===== src/rtl/memio_pkg.sv =====
// memio_pkg: state encoding, cpu_size encodings and IO channel stride shared by mem_io_bridge.
package memio_pkg;
  typedef enum logic [2:0] {IDLE, MEM_ACC, MEM_CAP, IO_WAIT, DONE} state_t;
  localparam logic [1:0] SZ_BYTE = 2'b00;
  localparam logic [1:0] SZ_HALF = 2'b01;
  localparam logic [1:0] SZ_WORD = 2'b10;
  localparam logic [1:0] SZ_ILL  = 2'b11;
  localparam int IO_STRIDE = 16;
endpackage


===== src/rtl/memio_lane.sv =====
// memio_lane: store-data replication, byte strobes and zero-extended load-lane extraction.
module memio_lane import memio_pkg::*; #(
  parameter int DATA_W = 32,
  parameter int OW = $clog2(DATA_W / 8)
) (
  input  logic [1:0]          i_size,
  input  logic [OW-1:0]       i_off,
  input  logic [DATA_W-1:0]   i_wdata,
  input  logic [DATA_W-1:0]   i_rdata,
  output logic [DATA_W/8-1:0] o_strb,
  output logic [DATA_W-1:0]   o_wdata,
  output logic [DATA_W-1:0]   o_rdata
);
  localparam int NB = DATA_W / 8;
  always_comb begin
    o_wdata = i_size == SZ_BYTE ? {NB{i_wdata[7:0]}} : i_size == SZ_HALF ? {(NB/2){i_wdata[15:0]}} : i_wdata;
    o_strb  = i_size == SZ_BYTE ? NB'(1) << i_off : i_size == SZ_HALF ? NB'(3) << i_off : '1;
    o_rdata = i_size == SZ_BYTE ? DATA_W'(i_rdata[i_off*8 +: 8]) :
              i_size == SZ_HALF ? DATA_W'(i_rdata[i_off*8 +: 16]) : i_rdata;
  end
endmodule


===== src/rtl/mem_io_bridge.sv =====
// mem_io_bridge: CPU load/store bridge to a sync RAM and a bank of handshaked IO channels.
// Optional MEM_IO_TIMEOUT_EN: abort an IO access with cpu_err after TIMEOUT cycles without ready.
module mem_io_bridge import memio_pkg::*; #(
  parameter int          DATA_W  = 32,
  parameter int          ADDR_W  = 32,
  parameter int          IO_CH   = 4,
  parameter int          IO_DW   = 16,
  parameter logic [31:0] IO_BASE = 32'hFFFF_FC00,
  parameter int          TIMEOUT = 255
) (
  input  logic                   clk,
  input  logic                   rst_n,
  input  logic                   cpu_req,
  input  logic                   cpu_we,
  input  logic [1:0]             cpu_size,
  input  logic [ADDR_W-1:0]      cpu_addr,
  input  logic [DATA_W-1:0]      cpu_wdata,
  output logic [DATA_W-1:0]      cpu_rdata,
  output logic                   cpu_stall,
  output logic                   cpu_err,
  output logic                   mem_en,
  output logic [DATA_W/8-1:0]    mem_we,
  output logic [ADDR_W-1:0]      mem_addr,
  output logic [DATA_W-1:0]      mem_wdata,
  input  logic [DATA_W-1:0]      mem_rdata,
  output logic [IO_CH-1:0]       io_sel,
  output logic                   io_we,
  output logic [IO_DW-1:0]       io_wdata,
  input  logic [IO_CH*IO_DW-1:0] io_rdata,
  input  logic [IO_CH-1:0]       io_ready
);
  localparam int NB = DATA_W / 8;
  localparam int OW = $clog2(NB);
  state_t              r_state, w_next;
  logic [ADDR_W-1:0]   r_addr, w_off;
  logic [DATA_W-1:0]   r_wdata, r_rdata, w_ldata;
  logic [1:0]          r_size;
  logic                r_we, r_err, w_io, w_bad, w_acc, w_rdy, w_to;
  logic [2:0]          r_ch, w_ch;
  logic [NB-1:0]       w_strb;
  memio_lane #(.DATA_W(DATA_W), .OW(OW)) u_lane (
    .i_size(r_size), .i_off(r_addr[OW-1:0]), .i_wdata(r_wdata), .i_rdata(mem_rdata),
    .o_strb(w_strb), .o_wdata(mem_wdata), .o_rdata(w_ldata)
  );
  // IO addresses are range-checked against the channel count; memory addresses against alignment
  assign w_io  = cpu_addr >= ADDR_W'(IO_BASE);
  assign w_off = cpu_addr - ADDR_W'(IO_BASE);
  assign w_ch  = 3'(w_off >> $clog2(IO_STRIDE));
  assign w_bad = w_io ? w_off >= ADDR_W'(IO_CH * IO_STRIDE) :
                 cpu_size == SZ_ILL || (cpu_size == SZ_HALF && cpu_addr[0]) ||
                 (cpu_size == SZ_WORD && cpu_addr[1:0] != 2'b00);
  assign w_acc     = r_state == IDLE && cpu_req;
  assign io_sel    = r_state == IO_WAIT ? IO_CH'(1) << r_ch : '0;
  assign w_rdy     = |(io_ready & io_sel);
  assign io_we     = r_state == IO_WAIT && r_we;
  assign io_wdata  = r_wdata[IO_DW-1:0];
  assign mem_en    = r_state == MEM_ACC;
  assign mem_we    = mem_en && r_we ? w_strb : '0;
  assign mem_addr  = {r_addr[ADDR_W-1:OW], {OW{1'b0}}};
  assign cpu_stall = rst_n && cpu_req && r_state != DONE;
  assign cpu_rdata = r_rdata;
  assign cpu_err   = r_err;
`ifdef MEM_IO_TIMEOUT_EN
  localparam int CW = $clog2(TIMEOUT + 1);
  logic [CW-1:0] r_cnt;
  always_ff @(posedge clk or negedge rst_n)
    if (!rst_n) r_cnt <= '0;
    else r_cnt <= r_state == IO_WAIT ? r_cnt + 1'b1 : '0;
  assign w_to = r_cnt == CW'(TIMEOUT - 1);
`else
  assign w_to = TIMEOUT < 0;
`endif
  always_ff @(posedge clk or negedge rst_n)
    if (!rst_n) r_state <= IDLE;
    else r_state <= w_next;
  always_comb begin
    w_next = r_state;
    case (r_state)
      IDLE:    w_next = cpu_req ? (w_bad ? DONE : w_io ? IO_WAIT : MEM_ACC) : IDLE;
      MEM_ACC: w_next = r_we ? DONE : MEM_CAP;
      MEM_CAP: w_next = DONE;
      IO_WAIT: w_next = w_rdy || w_to ? DONE : IO_WAIT;
      default: w_next = IDLE;
    endcase
  end
  always_ff @(posedge clk or negedge rst_n)
    if (!rst_n) begin
      r_addr  <= '0;
      r_wdata <= '0;
      r_size  <= '0;
      r_we    <= 1'b0;
      r_ch    <= '0;
      r_err   <= 1'b0;
      r_rdata <= '0;
    end else begin
      if (w_acc) begin
        r_addr  <= cpu_addr;
        r_wdata <= cpu_wdata;
        r_size  <= cpu_size;
        r_we    <= cpu_we;
        r_ch    <= w_ch;
        r_err   <= w_bad;
        r_rdata <= '0;
      end
      if (r_state == MEM_CAP) r_rdata <= w_ldata;
      if (r_state == IO_WAIT && w_rdy && !r_we) r_rdata <= DATA_W'(io_rdata[r_ch*IO_DW +: IO_DW]);
      if (r_state == IO_WAIT && !w_rdy && w_to) r_err <= 1'b1;
    end
endmodule


===== config.mk =====
export PLATFORM = sky130hd
export DESIGN_NAME = mem_io_bridge
export DESIGN_NICKNAME = d
export VERILOG_FILES = /design/src/rtl/memio_pkg.sv /design/src/rtl/memio_lane.sv /design/src/rtl/mem_io_bridge.sv
export SDC_FILE = /design/constraint.sdc
export NUM_CORES = 1
export LEC_CHECK = 0
export CAP_MARGIN = 20
export CORE_UTILIZATION = 38
export CTS_BUF_LIST = sky130_fd_sc_hd__clkbuf_4 sky130_fd_sc_hd__clkbuf_8 sky130_fd_sc_hd__clkbuf_16
export DETAILED_ROUTE_END_ITERATION = 10
export PLACE_DENSITY = 0.79
export SYNTH_ARGS = -nofsm -noshare
export SYNTH_HDL_FRONTEND = slang
export SYNTH_HIERARCHICAL = 1
export SYNTH_SLANG_ARGS = --single-unit

===== constraint.sdc =====
create_clock -name clk -period 1.9 [get_ports clk]
set_input_delay 0.38 -clock clk [delete_from_list [all_inputs] [get_ports clk]]
set_output_delay 0.38 -clock clk [all_outputs]
set_load 0.05 [all_outputs]

==> flow_metrics.py <==
metrics = {
    "yosys": {
        "async_flop_share_pct": 100,
        "yosysUniqueCellTypes": 53,
        "syn_avg_cell_area_um2": 9.30,
        "synth_top_family_by_area": "simple AND/OR/NAND/NOR gates",
        "synth_edf_count": 0,
        "yosys_register_bits": 103,
        "synthXorXnorAreaFrac_pct": 0,
        "seq_area_frac_synth_pct": 42.3,
        "ys.flop_type": "dfrtp_1",
        "synthesis.area_um2": 6090,
        "synthAdderAreaFrac_pct": 0.822,
        "synth-warning-count": 6,
        "synth_compound_area_share_pct": 10.5,
        "synthMuxAreaShare_pct": 12.2,
        "synth_cells": 655,
        "synthSimpleGateAreaFrac_pct": 23.1,
    },
    "placement": {
        "gp_congestion": 0.890,
        "pre_cts_slack_ns": -0.252,
        "hpwl_um": 15200,
        "portBuffers": 291,
    },
    "clocking": {
        "cts.sinks": 103,
        "htreeDepth": 3,
        "path_clk_slew_ns": 0.07,
        "cts-buffers-inserted": 9,
        "cts_hold_buffers": 0,
        "clockRootBuffer": "clkbuf_16",
        "cts_tree": "done",
        "cts.path.max_buffers": 2,
        "clk_latency_ns": 0.35,
    },
    "critical_path": {
        "cp.required_ns": 1.52,
        "endpoint_kind": "output pin",
        "max_stage_delay_ns": 0.41,
        "crit_arrival_ns": 1.72,
        "crit_slowest_cell": "dfrtp_2",
        "cp_cell_sequence": "inv_2, ha_4, and2_1, a211o_1, and3_4, buf_8",
        "crit_family": "flip-flops",
        "path_max_fanout": 2,
        "worstSetupStartpointType": "flip-flop",
        "path_buf_inv": 2,
        "path_class": "flip-flop to output pin",
    },
    "drt": {
        "drt_pre_antenna_iters": 6,
        "wire_per_inst_um": 18.5,
        "drt_wl_total_um": 21000,
        "drt_iter0_markers": 438,
        "vias": 5792,
        "drc_errors": 0,
        "vias_per_cell": 5.12,
        "ant_nets": 0,
    },
    "pwr": {
        "switching_share_pct": 49.2,
        "p_seq_share_pct": 20.3,
        "peakVddDrop_mv": 1.20,
        "power.density_nw_per_um2": 1950,
        "combPwrFrac_pct": 69.3,
        "total_leakage_power_nw": 4.82,
        "switchingPower_mw": 9.66,
        "power_frac_clock_pct": 10.3,
        "internal_power_mw": 9.95,
    },
    "layout": {
        "layout-drive-gt1-share_pct": 27.9,
        "synthToLayoutAreaGrowth_pct": 65.1,
        "nets": 1089,
        "utilization_pct": 65.2,
        "diodes": 0,
        "final_cell_mix": "nand2_1, clkdlybuf4s50_1, dfrtp_1, buf_4, buf_12",
        "final_common_cell": "nand2_1",
    },
    "timing": {
        "setup_violations": 25,
        "max_slew_margin_pct": 61.9,
        "fmax_mhz": 477,
        "hold_viol": 0,
        "min_period_ns": 2.10,
        "setup_slack_ns": -0.198,
        "finalClockSkew_ns": 0.00657,
        "finalMaxSlewViolations": 0,
        "fin_crit_sh_pct": 110,
        "worst_slew_pin_slew_ns": 0.571,
        "rsz0062_at_grt": "yes",
    },
    "floorplanning": {
        "die_h_um": 129,
        "die_w_um": 129,
        "num_rows": 45,
        "initial_utilization_pct": 39.5,
        "ios": 294,
        "die_area_um2": 16500,
        "coreArea_um2": 15400,
    },
    "min_path": {
        "hp-class": "primary input to async pin",
    },
    "global_route": {
        "antenna_found_initial": 0,
        "grtUsageTotal_pct": 25.7,
        "grt_start_max_net_pins": 104,
        "grt_pass1_vias": 5816,
        "grt_overflow_total": 0,
        "grt_pass1_wl_um": 32000,
    },
    "status": {
        "status": "complete, but fails checks",
        "violations": "setup timing",
    },
    "job": {
        "cap_violations": 0,
    },
}
==> state kept, by name, indices dropped and copies added, names as in the netlist <==
| name | cells |
|---|---|
| r_state | 3 |
| r_ch | 2 |
| cpu_err | 1 |
| r_wdata | 32 |
| cpu_rdata | 32 |
| r_we | 1 |
| r_addr | 30 |
| r_size | 2 |
==> power by group through the flow <==
stage                     sequential [mW]  combinational, mW  clock, mW
after CTS                            3.92               13.4       2.08
after global routing                 4.11               14.3       2.15
after detailed placement             3.89               12.0          0
after global placement               3.88               11.9          0
after floorplan                      4.42               7.88          0
final                                3.98               13.6       2.03
==> through the flow <==
stage                     TNS [ns]  area (µm²)  hold WS [ns]  power [mW]  instances
after global placement       -5.88        9060         0.454        15.7       1100
after global routing         -3.47       10100         0.181        20.5       1131
after CTS                    -2.40        9940         0.169        19.4       1130
after detailed placement     -7.48        9060         0.462        15.9       1100
after floorplan             -0.106        6140        0.0844        12.3        656
final                        -2.09       10100         0.136        19.6       1131
==> worst paths after layout <==
check,slack (ns),end,cells past startpoint,from
worst max-delay path,-0.20,mem_we[2],6,r_addr[0]
worst min-delay path,0.14,cpu_rdata[21],2,rst_n
worst max register to register,0.05,cpu_rdata[12],5,r_size[1]
worst min register to register,0.48,r_addr[21],2,r_addr[21]
max in group asynchronous,1.31,r_size[1],2,rst_n
min in group clk,0.48,r_addr[21],2,r_addr[21]
==> metal layers <==
metal	GRT usage, %	wire (µm)
met4	13.6	987
met2	41.0	10000
met3	7.90	1600
met5	0	0
met1	31.3	8370
==> logic make-up (layout without fill, tap and decap cells) <==
group                    count (synthesis)  after routing
buffers and inverters                  107            371
multiplexers                            51             51
flip-flops                             103            103
adder cells (fa/ha/maj)                  4              4
AND/OR/NAND/NOR                        310            310
other                                    1              2
AO/OA/AOI/OAI                           79             79
==> layout make-up <==
cell class | count | area (µm²)
inverter | 10 | 37.5
fill | 1267 | 5370
sequential | 103 | 2580
tap | 211 | 264
timing repair buffer | 345 | 3680
multi-input combinational | 446 | 3170
clock buffer | 11 | 240
clock inverter | 5 | 81.3
==> timing repair <==
item / in CTS / in global routing
endpoints found under the setup margin: 53 / 49
buffers inserted: 11 / 3
pin swaps: 11 / 8
gates cloned: 3 / 0
gates resized for setup: 121 / 30
==> synthesized netlist by cell type, types with 5 or more instances <==
cell type,n,area (µm²)
mux2i_1,16,160
nand4_1,6,37.5
a221oi_1,8,70.1
mux2_2,18,203
nand2_1,216,811
o21ai_1,7,35.0
a22o_1,16,140
o21ai_0,9,45.0
a221o_1,16,160
inv_1,9,33.8
buf_2,15,75.1
and2_1,20,125
nor2_1,26,97.6
buf_4,58,435
mux4_2,17,383
dfrtp_1,103,2580
a22oi_1,7,52.6
and3_1,5,31.3
clkbuf_1,18,67.6
nor2b_1,16,100
Note: power is estimated with default switching activity, not from simulation.
